### config.mk
export PLATFORM = sky130hd
export DESIGN_NAME = interval_cnt_tracker
export DESIGN_NICKNAME = d
export VERILOG_FILES = /design/src/rtl/interval_cnt_tracker.sv
export SDC_FILE = /design/constraint.sdc
export NUM_CORES = 1
export LEC_CHECK = 0
export BUFFER_PORTS_ARGS = -buffer_cell sky130_fd_sc_hd__buf_2
export CORE_MARGIN = 5
export CORE_UTILIZATION = 58
export CTS_CLUSTER_SIZE = 16
export DETAILED_ROUTE_END_ITERATION = 10
export PLACE_DENSITY_LB_ADDON = 0.1
export SETUP_SLACK_MARGIN = 0.2
export SYNTH_ARGS = -nofsm -noshare
export SYNTH_HDL_FRONTEND = slang
export SYNTH_SLANG_ARGS = --single-unit
### constraint.sdc
create_clock -name clk_i -period 4.8 [get_ports clk_i]
set_clock_uncertainty 0.1 [all_clocks]
set_input_delay 0.48 -clock clk_i [delete_from_list [all_inputs] [get_ports clk_i]]
set_output_delay 0.48 -clock clk_i [all_outputs]
set_load 0.1 [all_outputs]
### src/rtl/interval_cnt_tracker.sv
// Per-lane interval counters with sticky exit status and a valid/ready exit-event channel.
// New beats stall only while an exit event is pending and downstream is not taking it.
module interval_cnt_tracker #(
    parameter int unsigned PARALLEL_SIZE = 12,
    parameter int unsigned PARA          = 16
) (
    input  logic                                clk_i,
    input  logic                                rst_i,
    input  logic                                valid_i,
    output logic                                ready_o,
    input  logic [PARALLEL_SIZE-1:0]            out_of_mode_interval_i,
    input  logic [PARALLEL_SIZE-1:0]            lane_clear_i,
    input  logic [PARA-1:0]                     patience_i,
    output logic [PARALLEL_SIZE-1:0][PARA-1:0]  interval_cnt_o,
    output logic [PARALLEL_SIZE-1:0]            exited_o,
    output logic                                exit_valid_o,
    input  logic                                exit_ready_i,
    output logic [PARALLEL_SIZE-1:0]            exit_mask_o
);

    localparam logic [PARA-1:0] CntMax = '1;

    logic [PARALLEL_SIZE-1:0][PARA-1:0] cnt_q, cnt_d, cnt_inc;
    logic [PARALLEL_SIZE-1:0]           exited_q, exited_d;
    logic [PARALLEL_SIZE-1:0]           exit_mask_q, exit_mask_d;
    logic [PARALLEL_SIZE-1:0]           new_exit;
    logic                               exit_valid_q, exit_valid_d;
    logic                               accept;

    assign ready_o = !exit_valid_q || exit_ready_i;
    assign accept  = valid_i && ready_o;

    always_comb begin
        cnt_d       = cnt_q;
        exited_d    = exited_q;
        cnt_inc     = cnt_q;
        new_exit    = '0;
        exit_valid_d = exit_valid_q;
        exit_mask_d  = exit_mask_q;

        for (int unsigned i = 0; i < PARALLEL_SIZE; i++) begin
            cnt_inc[i] = (cnt_q[i] == CntMax) ? cnt_q[i] : cnt_q[i] + PARA'(1);
            if (accept) begin
                if (lane_clear_i[i]) begin
                    cnt_d[i]    = '0;
                    exited_d[i] = 1'b0;
                end else if (exited_q[i]) begin
                    cnt_d[i]    = cnt_q[i];
                end else if (out_of_mode_interval_i[i]) begin
                    cnt_d[i]    = '0;
                end else begin
                    cnt_d[i] = cnt_inc[i];
                    // Zero patience disables exits entirely.
                    if ((patience_i != '0) && (cnt_inc[i] >= patience_i)) begin
                        new_exit[i] = 1'b1;
                        exited_d[i] = 1'b1;
                    end
                end
            end
        end

        // An accepted beat always replaces the event: either it was empty or it is being consumed.
        if (accept) begin
            exit_valid_d = |new_exit;
            exit_mask_d  = new_exit;
        end else if (exit_valid_q && exit_ready_i) begin
            exit_valid_d = 1'b0;
            exit_mask_d  = '0;
        end
    end

    always_ff @(posedge clk_i) begin
        if (rst_i) begin
            cnt_q        <= '0;
            exited_q     <= '0;
            exit_valid_q <= 1'b0;
            exit_mask_q  <= '0;
        end else begin
            cnt_q        <= cnt_d;
            exited_q     <= exited_d;
            exit_valid_q <= exit_valid_d;
            exit_mask_q  <= exit_mask_d;
        end
    end

    assign interval_cnt_o = cnt_q;
    assign exited_o       = exited_q;
    assign exit_valid_o   = exit_valid_q;
    assign exit_mask_o    = exit_mask_q;

endmodule

Word level (Yosys, flattened, before mapping)
Cells that the tools add are included.
{"block": "classes", "magnitude_cmp": 12, "mux": 136, "add_sub_neg": 12, "eq_ne": 24, "reduce_logical": 31}
{"op": "$mux 16", "n": 48}
{"op": "$add 16x1->16 const B", "n": 12}
{"op": "$eq 16x16->1 const B", "n": 12}
{"op": "$ge 16x16->1", "n": 12}
{"op": "$mux 1", "n": 86}
{"op": "$mux 12", "n": 2}
{"op": "$ne 2x2->1 const B", "n": 12}
{"op": "$reduce_and 2->1", "n": 12}
{"op": "$reduce_bool 16->1", "n": 1}
{"op": "$logic_and 1x1->1", "n": 14}
{"op": "$reduce_or 12->1", "n": 1}
{"op": "$reduce_bool 2->1", "n": 1}
{"op": "$logic_not 1->1", "n": 1}
{"op": "$logic_or 1x1->1", "n": 1}
{"block": "totals", "regBits": 217, "out_inout_bits": 218, "input_bits": 44, "wordCells": 230}

Longest topological paths before layout
Gate-level depths: netlist of run 1.
{"block": "depth", "ltp_word": 11, "ltp_mapped": 17, "ltp_nobuf": 15}

Worst setup path after synthesis of run 1
Ideal clock, no wire load.
{"block": "synth_timing", "path_kind": "reg-to-reg", "start": "reg cnt_q, in the netlist interval_cnt_o[176]", "end": "reg exit_valid_q (netlist: exit_valid_o)", "t_arrival_ps": 4308, "required_ps": 4619, "setup_time_ps": 81, "path_stages_with_launch": 17, "n_path_buf": 1, "period_less_slack_ps": 4489, "path_slack_ps": 311, "cell_sequence": "dfxtp_1 ha_1 and4_1 or4b_4 or3_4 and2_4 buf_6 and3_1 xor2_1 ha_1 nand2_1 nor3_1 a21oi_1 o41ai_1 and3_1 a211oi_1 a41oi_1"}
{"block": "synth_between", "elab_chain_len": 11, "word_cells_on_any_way": 12, "classes_between": "add/sub (1); order compare (1); eq/ne (1); mux (7); reduce/logical (2)"}
{"item": "from (decl)", "line": "23", "rtl": "logic [PARALLEL_SIZE-1:0][PARA-1:0] cnt_q, cnt_d, cnt_inc;"}
{"item": "from (signal assigned)", "line": "79", "rtl": "cnt_q <= cnt_d;"}
{"item": "$add 16x1->16 or $eq 16x16->1 (tied branches)", "line": "42", "rtl": "cnt_inc[i] = (cnt_q[i] == CntMax) ? cnt_q[i] : cnt_q[i] + PARA'(1);"}
{"item": "$mux 16 *", "line": "42"}
{"item": "$ge 16x16->1 *", "line": "54", "rtl": "if ((patience_i != '0) && (cnt_inc[i] >= patience_i)) begin"}
{"item": "$logic_and 1x1->1 *", "line": "54"}
{"item": "$mux 1 *", "line": "54"}
{"item": "$mux 1 *", "line": "49", "rtl": "end else if (out_of_mode_interval_i[i]) begin"}
{"item": "$mux 1 *", "line": "47", "rtl": "end else if (exited_q[i]) begin"}
{"item": "$mux 1 *", "line": "44", "rtl": "if (lane_clear_i[i]) begin"}
{"item": "$mux 1 *", "line": "43", "rtl": "if (accept) begin"}
{"item": "$reduce_or 12->1 *", "line": "64", "rtl": "exit_valid_d = |new_exit;"}
{"item": "$mux 1 *", "line": "63", "rtl": "if (accept) begin"}
{"item": "to (signal assigned)", "line": "81", "rtl": "exit_valid_q <= exit_valid_d;"}
{"item": "to (decl)", "line": "27", "rtl": "logic exit_valid_q, exit_valid_d;"}
Mark *: on every way between the ends. The rest lies on a longest branch, timed or not.
A chain may end at the register's enable or synchronous reset.

Worst setup path after layout of run 1
{"block": "layout_timing", "start": "reg cnt_q, in the netlist interval_cnt_o[100]", "end": "reg exit_valid_q (netlist: exit_valid_o)"}
Same word-level chain as after synthesis.

==> impl_results.md, run 1 <==
- Initial drt markers: 1583
- Library cells used by synthesis: 71
- Share of cells above drive strength 1: 0.1507
- Layout area overhead: 14.85%
- GP Congestion: 0.9468
- Cells after Synth: 2099
- Least-Margin Pin Slew: 1360 ps
- DP HPWL: 39.48 mm
- Mapped Avg Cell Area: 7.858 um2
- Post-synthesis net count: 2347
- CP Class: reg2reg
- Post-synth EDFFs: 0
- Clock share of power: 0.466
- Fin. max-slew vios: 0
- Sequential share of power: 0.440
- Clk slew on worst S/H paths: 60 ps
- Router iterations before antenna repair: 5
- Reg-to-Reg End: exit_valid_o
- Initial antenna violation count: 3
- CTS max path bufs: 3
- Switching Power: 1.099 mW
- I/O pin total: 262
- DRC viols: 0
- Run status: finished, final reports clean
- Commonest non-fill, non-tap cell in the layout: buf_2
- TritonCTS Buffers: 27
- Final hold violation count: 0
- Worst endpoint data arrival time: 4670 ps
- Vias/cell: 6.362
- Comb pwr share: 0.094
- Cell Area, Synth: between 15000 and 20000 um2
- Core area: 27930 um2
- Yosys top cell area share: 0.2634
- Worst Setup Start Kind: flip-flop
- Yosys top cell by area: dfxtp_1
- CTS Hold Bufs: 0
- Internal power: 3.026 mW
- Dominant cells by area after synthesis: dfxtp_1, ha_1, a21oi_1
- Crit. End Element: flip-flop
- Top FF cell, synth: dfxtp_1
- Crit-path max FO: 11
- NumNets Final: about 2600
- Hold Path Class: in2reg
- Setup_tns: 0 ps
- Worst setup path end: exit_valid_o
- Yosys reg bits: approximately 220
- Leakage: between 8 and 9 nW
- Final setup viols: 0
- Die area: 31910 um2
- Critical path required time: a little over 5000 ps
- Die width: 178.6 um
- Post-Route Utilization: 0.6781
- Max-slew headroom: 0.07021
- Yosys warns: 0
- Vias in the first global route: 15903
- Sink Count: 217
- Global Route Usage Sum: 0.3257
- DR WL/cell: 19.90 um
- RSZ-0062 raised after global routing: false
- Final Cycle Share: 0.8969
- Root Driver: clkbuf_16
- FFs w/ async S/R, synth: 0
- Sw Ratio: 0.2665
- R2R Setup Slk: 500 ps
- Die H: 178.6 um
- Cts repair resizes: 0
- F_max: 232.3 MHz
- Filler cells: 2434
- RR Startpoint: interval_cnt_o[100]
- Clock period minus worst slack: about 4300 ps
- Total congestion overflow: 0
- Setup bufs post-CTS: 0
- Maximum vdd drop: approximately 0.26 mV
- Crit path from: interval_cnt_o[100]
- First-pass GRT wire length: between 80 and 90 mm
- MaxCap Viol Count: 0
- Pin count of the biggest net entering global routing: 49
- Initial Util: 0.5904
- Sequential fraction of the synthesis area: 0.2634
- Std-Cell Rows: just over 60
- Port-buffer cells: between 200 and 300
- H-tree depth: 1
- Clock tree from TritonCTS: built
- Vias: 17400
- Most frequent cells in the layout: buf_2, dfxtp_1, nor2_1, nand2_1, ha_1
- Final wirelength: between 50 and 60 mm
- Power density cells: ~220 nW/um2
- Path depth of the worst reg2reg path: 15
- Tot Pwr: 4.125 mW
- Worst-Skew Late Latency: 540 ps
- Antenna-violating nets left: 0
power by group through the flow:
stage	registers, mW	clock network (mW)	logic [mW]
global placement	1.85	0	0.368
detailed placement	1.85	0	0.378
finish	1.81	1.92	0.389
floorplan	1.88	0	0.203
CTS	1.81	1.94	0.380
global route	1.81	2.03	0.422
routing by layer:
metal | track usage | part of all wire
met1 | 0.4255 | 0.41
met3 | 0.08605 | 0.11
met4 | 0.1522 | 0.049
met2 | 0.5018 | 0.43
met5 | 0 | 0.00035
critical path, stage by stage (launching register included):
cell and delay (ps):
dfxtp_1 490, and4_1 330, nand4_1 210, nor3_1 230, buf_4 210, nor2_1 70
nand2_1 110, xnor2_1 70, ha_1 300, a21o_1 110, a21oi_1 60, o221ai_1 210
a221oi_1 120, a2111oi_0 1150, a211oi_1 180, a41oi_1 250
how the worst min path moves through the flow:
stage,startpoint,end,slack [ps],depth (start not counted)
after detailed placement,exit_mask_o[4],exit_mask_o[4],350,2
after floorplan,lane_clear_i[8],exited_o[8],480,1
final,lane_clear_i[11],exited_o[11],70,2
after CTS,lane_clear_i[11],exited_o[11],60,2
after global placement,exit_mask_o[4],exit_mask_o[4],340,2
after global routing,lane_clear_i[11],exited_o[11],70,2
stage by stage:
step                      hold slack [ps]  setup WS [ps]  cell area (um2)  std cells
final                               72.14          495.1            18940       2735
after global routing                66.60          264.7            18940       2733
after floorplan                     476.6          311.3            16490       2099
after CTS                           63.70          653.9            18940       2733
after global placement              339.6          784.6            18130       2686
after detailed placement            346.2          676.3            18130       2686
cell families after synthesis:
logic type | share of synthesized area
simple gates | 0.2387
compound gates | 0.2243
flops | 0.2634
fa+ha+maj | 0.1548
buf+inv | 0.03467
xor+xnor | 0.06903
mux | 0.01517
layout make-up:
class / count / area (um2) / area share
tap: 378 / 473.0 / 0.02497
sequential: 217 / 4344 / 0.2293
clock inverter: 5 / 52.55 / 0.002774
antenna: 2 / 5.005 / 0.0002642
clock buffer: 42 / 752.0 / 0.03970
timing repair buffer: 285 / 1489 / 0.07860
inverter: 65 / 244.0 / 0.01288
multi-input combinational: 1741 / 11580 / 0.6115
synthesized netlist by cell type (all sizes together) (6+ instances only):
library cell    n
a211oi         17
a21o           17
a21oi         159
a221oi          7
a22o           39
a22oi          47
a311oi          8
a31oi          35
a41oi          10
and2           17
and3           44
and4           25
buf            12
clkbuf         64
dfxtp         217
ha            204
inv            65
mux2           16
mux2i           7
nand2         206
nand2b         20
nand3          95
nand3b          7
nand4          56
nor2          212
nor2b           9
nor3           58
nor3b           7
nor4           21
o2111ai         6
o21a           22
o21ai         152
o31ai          26
or3            15
xnor2          78
xor2           52
flip-flops by register name (all words and copies together) (netlist names):
signal and flops:
exit_mask_o 12, exited_o 12, interval_cnt_o 192, exit_valid_o 1
Note: power is estimated with default switching activity, not from simulation.
==> run 2, diff against run 1 <==
==> constraint.sdc (replaced) <==
create_clock -name clk_i -period 4.8 [get_ports clk_i]
set_clock_uncertainty 0.1 [all_clocks]
set_input_delay 0.24 -clock clk_i [delete_from_list [all_inputs] [get_ports clk_i]]
set_output_delay 0.24 -clock clk_i [all_outputs]
set_load 0.1 [all_outputs]
==> run 2 against run 1 <==
Net effect:
- via count increased by 0.90%
- sequential power barely moved
- critical path depth fell by 2
- maximum frequency is 2.3% lower
- sequential cell count unchanged
- design area rose by 1.5%
- first-iteration DRC count rose by 12%
- wire length up 1.2%
- die area unchanged
- total power rose by 2.9%
- non-clock buffer count grew 17
==> impl_results.md, run 2 (same netlist as run 1, synthesis figures left out) <==
- Crit path buf inv count: 1 (unchanged)
- Hold path start: out_of_mode_interval_i[2] (was lane_clear_i[11])
- Reg area: 4344 um2 (unchanged)
- H-tree depth: 1 (unchanged)
- Final Cycle Share: 0.9177 (was 0.8969)
- Post-route insts no fill: 2751 (was 2735)
- Core area: 27930 um2 (unchanged)
- Fin Hold WS: 30.19 ps (was 72.14 ps)
- Hold path depth: 4 (was 2)
- Setup_tns: 0 ps (unchanged)
- DRC viols: 0 (unchanged)
- Clock tree from TritonCTS: built (unchanged)
- Max Used Layer: met4 (was met5)
- CP max stage cell: or4_1 (was a2111oi_0)
- Die area: 31910 um2 (unchanged)
- Final setup viols: 0 (unchanged)
- Global Route Usage Sum: 0.3300 (was 0.3257)
- Kind of cell adding the most delay to the critical path: simple AND/OR/NAND/NOR gates (was compound AO/OA/AOI/OAI gates)
- F_max: 227.0 MHz (was 232.3 MHz)
- MaxCap Viol Count: 0 (unchanged)
- Fin. max-slew vios: 0 (unchanged)
- Finished layout cell area: 19220 um2 (was 18940 um2)
- Vias/cell: 6.382 (was 6.362)
- Die H: 178.6 um (unchanged)
- Worst-path cell chain: and4_1, nand4_1, or4_1, nor2_1, mux2_2, ha_1, a21oi_1, nand3_1, a21oi_1, a221oi_2, a21oi_1, a211oi_1, dlygate4sd3_1 (was and4_1, nand4_1, nor3_1, buf_4, nor2_1, nand2_1, xnor2_1, ha_1, a21o_1, a21oi_1, o221ai_1, a221oi_1, a2111oi_0, a211oi_1, a41oi_1)
- Placed cell count: 2681 (was 2686)
- Worst Setup Start Kind: flip-flop (unchanged)
- Share of cells above drive strength 1: 0.1538 (was 0.1507)
- Filler cells: 2368 (was 2434)
- First-pass GRT wire length: 84.87 mm (was 84.01 mm)
- Worst-Skew Late Latency: 540 ps (about the same)
- Leakage: 9.060 nW (was 8.914 nW)
- Critical path required time: 5180 ps (was 5160 ps)
- Maximum vdd drop: 0.2461 mV (was 0.2570 mV)
- Pin count of the biggest net entering global routing: 50 (was 49)
- Commonest non-fill, non-tap cell in the layout: buf_2 (unchanged)
- CTS max path bufs: 3 (unchanged)
- DP HPWL: 39.60 mm (was 39.48 mm)
- Routed length on met1: 22.57 mm (was 22.42 mm)
- Final hold violation count: 0 (unchanged)
- R2R Setup Slk: 400 ps (was 500 ps)
- DR WL met2: 24.35 mm (was 23.60 mm)
- NumNets Final: 2601 (was 2585)
- Initial antenna violation count: 0 (was 3)
- Initial drt markers: 1767 (was 1583)
- Worst path max stage delay: 680 ps (was 1150 ps)
- Metal3 WL: 5.646 mm (was 5.726 mm)
- Layout area overhead: 16.56% (was 14.85%)
- DR WL/cell: 20.03 um (was 19.90 um)
- Hold endpoint: interval_cnt_o[44] (was exited_o[11])
- Cell area after placement: 18100 um2 (was 18130 um2)
- Final wirelength: 55.11 mm (was 54.43 mm)
- CP dominant cell by count: a21oi_1
- Clk slew on worst S/H paths: 60 ps (about the same)
- Port-buffer cells: 261 (unchanged)
- Hold Path Class: in2reg (unchanged)
- Antenna-violating nets left: 0 (unchanged)
- Power density cells: 220.8 nW/um2 (was 217.8 nW/um2)
- Sink Count: 217 (unchanged)
- Std-Cell Rows: 61 (unchanged)
- Crit. End Element: flip-flop (unchanged)
- Reg-to-Reg End: exited_o[0] (was exit_valid_o)
- Largest register FFs: 192 (unchanged)
- Die width: 178.6 um (unchanged)
- Crit-path max FO: 9 (was 11)
- Clock period minus worst slack: 4405 ps (was 4305 ps)
- Total congestion overflow: 0 (unchanged)
- I/O pin total: 262 (unchanged)
- Vias: 17556 (was 17400)
- Run status: finished, final reports clean (unchanged)
- TritonCTS Buffers: 26 (was 27)
- Most frequent cells in the layout: buf_2, dfxtp_1, nor2_1, nand2_1, ha_1 (unchanged)
- Root Driver: clkbuf_16 (unchanged)
- RSZ-0062 raised after global routing: false (unchanged)
- Initial Util: 0.5904 (unchanged)
- Router iterations before antenna repair: 6 (was 5)
- Least-Margin Pin Slew: 1141 ps (was 1360 ps)
- Path depth of the worst reg2reg path: 13 (was 15)
- Worst endpoint data arrival time: 4780 ps (was 4670 ps)
- Vias in the first global route: 15953 (was 15903)
- Max-slew headroom: 0.2200 (was 0.07021)
- Antenna diode count: 0 (was 2)
- CP Class: reg2reg (unchanged)
- Multi-input logic area: 11610 um2 (was 11580 um2)
- RR Startpoint: interval_cnt_o[3] (was interval_cnt_o[100])
- GP Congestion: 0.9491 (was 0.9468)
## run 2: per-stage QoR
step	total power [mW]	setup slack [ps]	util
after floorplan	2.087	311.3	-
after global placement	2.218	763.4	0.6478
after detailed placement	2.231	705.5	0.6478
after CTS	4.249	235.9	0.6869
after global routing	4.375	208.7	0.6882
final	4.245	395.2	0.6882
## run 2: final cells by class
class / instances / share of cell area
inverter: 65 / 0.01269
multi-input combinational: 1741 / 0.6041
sequential: 217 / 0.2260
clock inverter: 7 / 0.003254
clock buffer: 41 / 0.04256
timing repair buffer: 302 / 0.08682
tap: 378 / 0.02460
## run 2: worst max path at each step
stage | start | cells after the start | endpoint | slack (ps)
floorplan | interval_cnt_o[176] | 16 | exit_valid_o | 310
global placement | interval_cnt_o[115] | 14 | exit_valid_o | 760
detailed placement | interval_cnt_o[176] | 15 | exit_valid_o | 710
CTS | interval_cnt_o[3] | 14 | exited_o[0] | 240
global route | interval_cnt_o[115] | 14 | exited_o[7] | 210
finish | interval_cnt_o[3] | 13 | exited_o[0] | 400
## run 2: worst min-delay path: stages
cell and delay, ps:
buf_2 110, nor4_1 90, a21oi_1 150, nor2_1 40
## run 2: where the power goes
part / internal (mW) / total (mW) / leakage, nW / switching [mW]
Combinational: 0.106 / 0.399 / 6.87 / 0.293
Sequential: 1.81 / 1.81 / 1.75 / 0.00854
Clock: 1.22 / 2.03 / 0.437 / 0.815
## run 2: what timing repair did
item | in CTS | in global routing
setup endpoints to repair | 0 | 5
setup buffers | 0 | 1
gates resized for setup | 0 | 6
hold buffers | 21 | 0
hold endpoints to repair | 13 | 0
## run 2: per-layer routing
layer / track usage / vias up
li1: - / 8313
met1: 0.4418 / 8241
met2: 0.5222 / 849
met3: 0.06549 / 153
met4: 0.1337 / 0
met5: 0 / -
